$ cat src/rtl/emd_pkg.sv
// rtl/emd_pkg.sv - shared EMD datapath types, sample limits and frame FSM encoding.
package emd_pkg;

    localparam int W     = 16;
    localparam int ACC_W = 32;

    typedef logic signed [W-1:0] sample_t;

    localparam sample_t SAMPLE_MAX = sample_t'({1'b0, {(W-1){1'b1}}});
    localparam sample_t SAMPLE_MIN = sample_t'({1'b1, {(W-1){1'b0}}});

    typedef enum logic {
        IDLE = 1'b0,
        RUN  = 1'b1
    } state_t;

endpackage

$ cat src/rtl/sat_sub.sv
// rtl/sat_sub.sv - (W+1)-bit signed subtract a - b, clipped back to W bits.
module sat_sub #(
    parameter int W = 16
) (
    input  logic signed [W-1:0] a,
    input  logic signed [W-1:0] b,
    output logic signed [W-1:0] y,
    output logic                sat
);

    logic [W:0] d;

    always_comb begin
        d   = {a[W-1], a} - {b[W-1], b};
        // Overflow of the W-bit result shows as the top two bits disagreeing.
        sat = d[W] ^ d[W-1];
        y   = d[W-1:0];
        if (sat) begin
            y = d[W] ? {1'b1, {(W-1){1'b0}}} : {1'b0, {(W-1){1'b1}}};
        end
    end

endmodule

$ cat src/rtl/imf_sift_sub.sv
// rtl/imf_sift_sub.sv - EMD sifting subtract: h = x - (up+lo)/2, with frame energy stop flag.
module imf_sift_sub #(
    parameter int W          = emd_pkg::W,
    parameter int FRAME_LEN  = 256,
    parameter int ACC_W      = emd_pkg::ACC_W,
    parameter int STOP_SHIFT = 4
) (
    input  logic                CLK,
    input  logic                RST_N,
    input  logic signed [W-1:0] x_in,
    input  logic signed [W-1:0] env_up,
    input  logic signed [W-1:0] env_lo,
    input  logic                in_valid,
    input  logic                frame_start,
    output logic signed [W-1:0] h_out,
    output logic                h_valid,
    output logic                sat_flag,
    output logic                frame_done,
    output logic                sift_stop
);

    import emd_pkg::*;

    localparam int CW = 16;
    localparam int CMP_W = ACC_W + STOP_SHIFT;

    function automatic logic [W:0] abs_w(input logic signed [W-1:0] v);
        logic signed [W:0] e;
        e = {v[W-1], v};
        return e[W] ? -e : e;
    endfunction

    state_t              state, state_n;
    logic [CW-1:0]       cnt, idx;
    logic [ACC_W-1:0]    acc_x, acc_m, acc_x_n, acc_m_n;
    logic [ACC_W:0]      sum_x, sum_m;
    logic                accept, last, stop_c;
    logic signed [W-1:0] mean_c;

    logic                s1_valid, s1_last, s1_stop;
    logic signed [W-1:0] s1_x, s1_mean;
    logic signed [W-1:0] d_c;
    logic                d_sat;

    always_comb begin
        state_n = state;
        accept  = in_valid && (state == RUN || frame_start);
        // frame_start (or leaving IDLE) forces index 0; otherwise cnt is the index.
        idx     = (state == IDLE || frame_start) ? '0 : cnt;
        last    = (idx == CW'(FRAME_LEN - 1));
        if (accept) begin
            state_n = RUN;
        end
    end

    always_comb begin
        mean_c  = W'(($signed({env_up[W-1], env_up}) + $signed({env_lo[W-1], env_lo})) >>> 1);
        sum_x   = {1'b0, (idx == '0) ? '0 : acc_x} + (ACC_W+1)'(abs_w(x_in));
        sum_m   = {1'b0, (idx == '0) ? '0 : acc_m} + (ACC_W+1)'(abs_w(mean_c));
        acc_x_n = sum_x[ACC_W] ? '1 : sum_x[ACC_W-1:0];
        acc_m_n = sum_m[ACC_W] ? '1 : sum_m[ACC_W-1:0];
        stop_c  = ((CMP_W'(acc_m_n) << STOP_SHIFT) < CMP_W'(acc_x_n));
    end

    always_ff @(posedge CLK or negedge RST_N) begin
        if (!RST_N) begin
            state <= IDLE;
        end else begin
            state <= state_n;
        end
    end

    always_ff @(posedge CLK or negedge RST_N) begin
        if (!RST_N) begin
            cnt   <= '0;
            acc_x <= '0;
            acc_m <= '0;
        end else if (accept) begin
            cnt   <= last ? '0 : idx + 1'b1;
            acc_x <= acc_x_n;
            acc_m <= acc_m_n;
        end
    end

    always_ff @(posedge CLK or negedge RST_N) begin
        if (!RST_N) begin
            s1_valid <= 1'b0;
            s1_last  <= 1'b0;
            s1_stop  <= 1'b0;
            s1_x     <= '0;
            s1_mean  <= '0;
        end else begin
            s1_valid <= accept;
            if (accept) begin
                s1_last <= last;
                s1_stop <= stop_c;
                s1_x    <= x_in;
                s1_mean <= mean_c;
            end
        end
    end

    sat_sub #(.W(W)) u_sat_sub (
        .a   (s1_x),
        .b   (s1_mean),
        .y   (d_c),
        .sat (d_sat)
    );

    always_ff @(posedge CLK or negedge RST_N) begin
        if (!RST_N) begin
            h_out      <= '0;
            h_valid    <= 1'b0;
            sat_flag   <= 1'b0;
            frame_done <= 1'b0;
            sift_stop  <= 1'b0;
        end else begin
            h_valid    <= s1_valid;
            sat_flag   <= s1_valid && d_sat;
            frame_done <= s1_valid && s1_last;
            if (s1_valid) begin
                h_out <= d_c;
            end
            if (s1_valid && s1_last) begin
                sift_stop <= s1_stop;
            end
        end
    end

endmodule

$ cat config.mk
export PLATFORM = sky130hd
export DESIGN_NAME = imf_sift_sub
export DESIGN_NICKNAME = d
export VERILOG_FILES = /design/src/rtl/emd_pkg.sv /design/src/rtl/sat_sub.sv /design/src/rtl/imf_sift_sub.sv
export SDC_FILE = /design/constraint.sdc
export NUM_CORES = 1
export LEC_CHECK = 0
export CORE_ASPECT_RATIO = 0.6
export CORE_MARGIN = 10
export CORE_UTILIZATION = 55
export CTS_BUF_LIST = sky130_fd_sc_hd__clkbuf_2 sky130_fd_sc_hd__clkbuf_4 sky130_fd_sc_hd__clkbuf_8
export DETAILED_ROUTE_END_ITERATION = 10
export HOLD_SLACK_MARGIN = 0.06
export PLACE_DENSITY_LB_ADDON = 0.3
export SLEW_MARGIN = 5
export SYNTH_ARGS = -nofsm -noshare
export SYNTH_HDL_FRONTEND = slang
export SYNTH_SLANG_ARGS = --single-unit
$ cat constraint.sdc
create_clock -name CLK -period 6.1 [get_ports CLK]
set_input_delay 1.525 -clock CLK [delete_from_list [all_inputs] [get_ports CLK]]
set_output_delay 1.525 -clock CLK [all_outputs]
set_load 0.02 [all_outputs]
* After elaboration in Yosys (flattened, before gate mapping) *
Index checks and enable logic that the tools add are counted.

cells by class
  muxes and demuxes = 10
  eq/ne operators = 1
  add/subtract/negate cells = 7
  reduce and logical (&&, ||, !) cells = 6
  $lt $le $gt $ge = 1
  bitwise logic cells = 2

operators with widths
  operator                                                                number
  32-bit 2-to-1 mux                                                       4
  32-bit by 17-bit adder with 33-bit output                               2
  16-bit 2-to-1 mux                                                       4
  36-bit by 32-bit less-than comparator with 1-bit output                 1
  17-bit 2-to-1 mux                                                       2
  16-bit negator with 17-bit output                                       2
  16-bit by 16-bit adder with 17-bit output                               1
  16-bit by 16-bit subtractor with 17-bit output                          1
  16-bit by 1-bit adder with 16-bit output, second input constant         1
  16-bit by 8-bit equality test with 1-bit output, second input constant  1
  16-bit zero test                                                        1
  1-bit logical AND                                                       3
  1-bit logical OR                                                        2
  1-bit inverter                                                          1
  1-bit XOR                                                               1

storage, ports and cells
  input port bits = 52
  bits in registers = 136
  output and inout bits = 20

* Logic depth before layout (Yosys ltp) *
  depth in word-level cells = 8
  mapped depth = 33

* Cells and area by module *
A second synthesis with hierarchy kept.

unflattened totals
  cells, all modules = 1453
  area total of the unflattened synthesis = 11984.0 um^2

by module, submodules not included
  module        instances  seq. area each (um^2)  cells an instance  area an instance (um^2)
  imf_sift_sub  1          3403.3                 1243               10507.6
  sat_sub       1          0.0                    210                1476.4

* Worst setup path before layout *
OpenSTA, ideal clock, no wires.

  path kind = input-to-reg
  start point = input port env_up[4]
  end point = register s1_stop
  arrival time = 7.466 ns
  setup slack = -1.469 ns
  stages on the path = 33
  required time = 5.996 ns
  path buffers = 4
  path through = ha_1 > buf_6 > a211oi_2 > o21bai_2 > o2111ai_2 > a21boi_1 > o41a_1 > o21ai_2 > a31oi_4 > buf_6 > nor2_1 > xnor2_1 > ha_1 > nor2b_1 > o31ai_1 > a211oi_1 > and3_1 > o21bai_2 > nor2_1 > nand3_2 > buf_2 > buf_2 > nand2_1 > ha_1 > a21o_1 > a21o_1 > a21oi_1 > nor2_1 > a211oi_1 > o21ai_0 > a221o_1 > a211o_1 > o41ai_2

between the ends
  cells in the longest elaborated chain, start to end = 6

RTL lines
  element                                                    line                source
  start: declaration                                         imf_sift_sub.sv:11  input logic signed [W-1:0] env_up,
  16-bit by 16-bit adder with 17-bit output *                imf_sift_sub.sv:57  mean_c = W'(($signed({env_up[W-1], env_up}) + $signed({env_lo[W-1], env_lo})) >>> 1);
  16-bit negator with 17-bit output                          imf_sift_sub.sv:30  return e[W] ? -e : e;
  17-bit 2-to-1 mux *                                        imf_sift_sub.sv:30
  32-bit by 17-bit adder with 33-bit output *                imf_sift_sub.sv:59  sum_m = {1'b0, (idx == '0) ? '0 : acc_m} + (ACC_W+1)'(abs_w(mean_c));
  32-bit 2-to-1 mux *                                        imf_sift_sub.sv:61  acc_m_n = sum_m[ACC_W] ? '1 : sum_m[ACC_W-1:0];
  named net acc_m_n[9]                                       imf_sift_sub.sv:35  logic [ACC_W-1:0] acc_x, acc_m, acc_x_n, acc_m_n;
  36-bit by 32-bit less-than comparator with 1-bit output *  imf_sift_sub.sv:62  stop_c = ((CMP_W'(acc_m_n) << STOP_SHIFT) < CMP_W'(acc_x_n));
  end signal: assignment                                     imf_sift_sub.sv:96  s1_stop <= stop_c;
  end: declaration                                           imf_sift_sub.sv:40  logic s1_valid, s1_last, s1_stop;

The timed path passes the listed nets; every way through them passes the cells marked *.
A chain may end at the register's enable or synchronous reset.

* Final worst setup path *
Same ends and word-level chain as after synthesis.

==> metrics <==
run status=complete, but fails checks; failing checks=setup timing; Clock Tree Buf Depth=2; static leakage=6.89 nW; final worst slack=-1.24 ns; Mapped Cells=1351; critical path class=input port to register; Crit. End Element=register; initial antenna violation count=0; pin count of the biggest net entering global routing=96; Cell variety after synth=88; Final Hold Viols=0; row count=40; Inserted Diodes=0; min-delay worst type=register to register; IO buf count=71; flop-to-flop setup slack=0.24 ns; Num CTS Buffers=17; Finished Layout Cells=1936; startpoint types=input port; CTS tree=built; Clock Latency Late Sink=0.47 ns; Final nets=1805; worst hold slack=0.479 ns; root buf cell=clkbuf_8; vias in the first global route=11130; Cell Pwr Density=356 mW/mm²; CP max stage delay=0.45 ns; sequential-to-total area share from yosys stat=30.7%; Iteration-0 DRC Markers=1310; CP Max Fanout=12; Tmin final=7.34 ns; Most common cell on crit path=buf_6; I/O pin total=72; RSZ-0062 raised after global routing=yes; first-pass GRT wire length=57600 µm; routability cong.=0.940; Via density=6.13; DRT Pass-1 Iters=6; Yosys warning total=0; area grow syn2layout=34.2%; clock skew=0.0170 ns; global route overflow=0; EDFF count, synth=0; most frequent cells in the layout=247 x buf_4, 189 x nand2_1, 136 x dfrtp_1, 104 x nor2_1, 99 x o21ai_0; drt drc=0; Pwr Total=0.00530 W; Routed wire per std cell=19.2 µm; synthesized area=0.0111 mm²; # clock sinks=136; Yosys reg bits=136; Final Setup Violations=1; GRT Total Usage=26.9%; Die W=203 µm; Post-CTS Hold Buffers=0; Worst Path Arrival=7.71 ns; Initial Utilization=55.7%; Routed Antenna Nets=0; most common cell after layout, fill and taps aside=buf_4; Final Cycle Share=120%; Placed Cells=1881; top_reg_cell synth=dfrtp_1; post-DP HPWL=25000 µm; layout cells sized above 1=26.1%; via count=11871; max-slew violation count=0; Avg Inst Size Synth=8.21 µm²; Worst Path Required=6.47 ns; max_cap viols=0; htree depth=4; Routed WL=37100 µm; slowest stage cell, crit path=o41a_1; FFs w/ async S/R, synth=100%; Reg clk slew, reported paths=0.08 ns; die area=0.0264 mm²; total negative setup slack=-1.24 ns; Worst Tran Pin Value=0.936 ns; Fmax achieved=136 MHz; Die Span Y=130 µm; Max VDD drop=0.305 mV; core area=0.0199 mm²; Worst slew margin=37.6%
-- worst max-delay path: cells and delay by family --
kind	cells	cell delay [ns]
compound gates	17	3.53
simple gates	5	0.83
buf+inv	5	0.69
fa+ha+maj	3	0.84
mux	1	0.30
-- cells by family after synthesis --
family	Yosys count	synth area share, %
buffers and inverters	117	4.32
muxes	13	1.31
DFF	136	30.7
AOI/OAI and AO/OA	388	22.8
adders and majority gates	101	11.7
other	1	0.0338
and+or+nand+nor	498	21.6
xor gates and xnor gates	97	7.66
-- cell type report --
type / count / area (µm²)
clock buffers: 23 / 298
clock inverters: 7 / 71.3
fillers: 1356 / 5040
inverters: 63 / 236
multi-input cells: 1099 / 7790
flip-flops and latches: 136 / 3400
well taps: 273 / 342
repair buffers: 335 / 2740
-- final timing paths --
kind | from | to | cells after the start
worst max-delay path | env_up[4] | s1_stop$_DFFE_PN0P_ | 31
worst min-delay path | acc_x[13]$_DFFE_PN0P_ | acc_x[13]$_DFFE_PN0P_ | 2
worst min register to register | acc_x[13]$_DFFE_PN0P_ | acc_x[13]$_DFFE_PN0P_ | 2
min in group asynchronous | RST_N | s1_mean[4]$_DFFE_PN0P_ | 1
max in group asynchronous | RST_N | acc_x[13]$_DFFE_PN0P_ | 2
worst max register to register | cnt[12]$_DFFE_PN0P_ | s1_stop$_DFFE_PN0P_ | 23
-- routing by layer --
| layer | global-route usage [%] | vias to the layer above | wire, µm | part of all wire, % |
|---|---|---|---|---|
| met5 | 0 | - | 0 | 0 |
| met4 | 6.68 | 0 | 1030 | 2.8 |
| met3 | 5.60 | 124 | 3680 | 9.9 |
| met2 | 40.3 | 721 | 15700 | 42 |
| met1 | 38.6 | 5614 | 16700 | 45 |
| li1 | - | 5412 | - | - |
-- per-stage QoR --
| stage | cell area, µm² | setup WS [ns] | util, % |
|---|---|---|---|
| 3_3_place_gp | 13900 | -1.80 | 69.5 |
| 2_1_floorplan | 11200 | -1.16 | - |
| 5_1_grt | 14900 | -1.41 | 74.7 |
| 6_report | 14900 | -1.24 | 74.7 |
| 4_1_cts | 14700 | -0.713 | 73.8 |
| 3_5_place_dp | 13900 | -2.01 | 69.5 |
-- synth_stat cells, types with 6 or more instances --
library cell / count / share of area [%]
and4_1: 7 / 0.55
ha_1: 97 / 11
nand2b_1: 13 / 0.73
o22ai_1: 9 / 0.51
a31oi_1: 44 / 2.5
o31ai_1: 10 / 0.68
nand2_1: 195 / 6.6
or3_1: 8 / 0.45
xor2_1: 36 / 2.8
mux2_2: 12 / 1.2
a21o_1: 30 / 2.0
nand4_1: 15 / 0.85
and3_1: 22 / 1.2
or4_1: 6 / 0.41
clkbuf_1: 36 / 1.2
and2_1: 39 / 2.2
o211ai_1: 6 / 0.41
buf_2: 8 / 0.36
a211oi_1: 7 / 0.47
nor2_1: 109 / 3.7
nor3_1: 17 / 0.77
nor2b_1: 10 / 0.56
o21ai_0: 110 / 5.0
xnor2_1: 61 / 4.8
a21oi_1: 82 / 3.7
nand3_1: 23 / 1.0
o21a_1: 17 / 1.2
dfrtp_1: 136 / 31
inv_1: 62 / 2.1
-- state kept, by name, indices dropped and copies added (netlist names), 16 cells and up --
name / count
acc_m: 32
acc_x: 32
cnt: 16
h_out: 16
s1_mean: 16
s1_x: 16
-- power by group --
| part | leakage, nW | switching (W) | internal [W] |
|---|---|---|---|
| Sequential | 1.70 | 0.000118 | 0.00110 |
| Combinational | 5.01 | 0.00174 | 0.00159 |
| Clock | 0.184 | 0.000376 | 0.000363 |
-- repair_timing --
item | in CTS | in global routing
setup endpoints to repair | 14 | 3
pin swaps | 57 | 33
buffers inserted | 17 | 8
resized for setup | 119 | 30
Power figures use the tool's default switching activity.
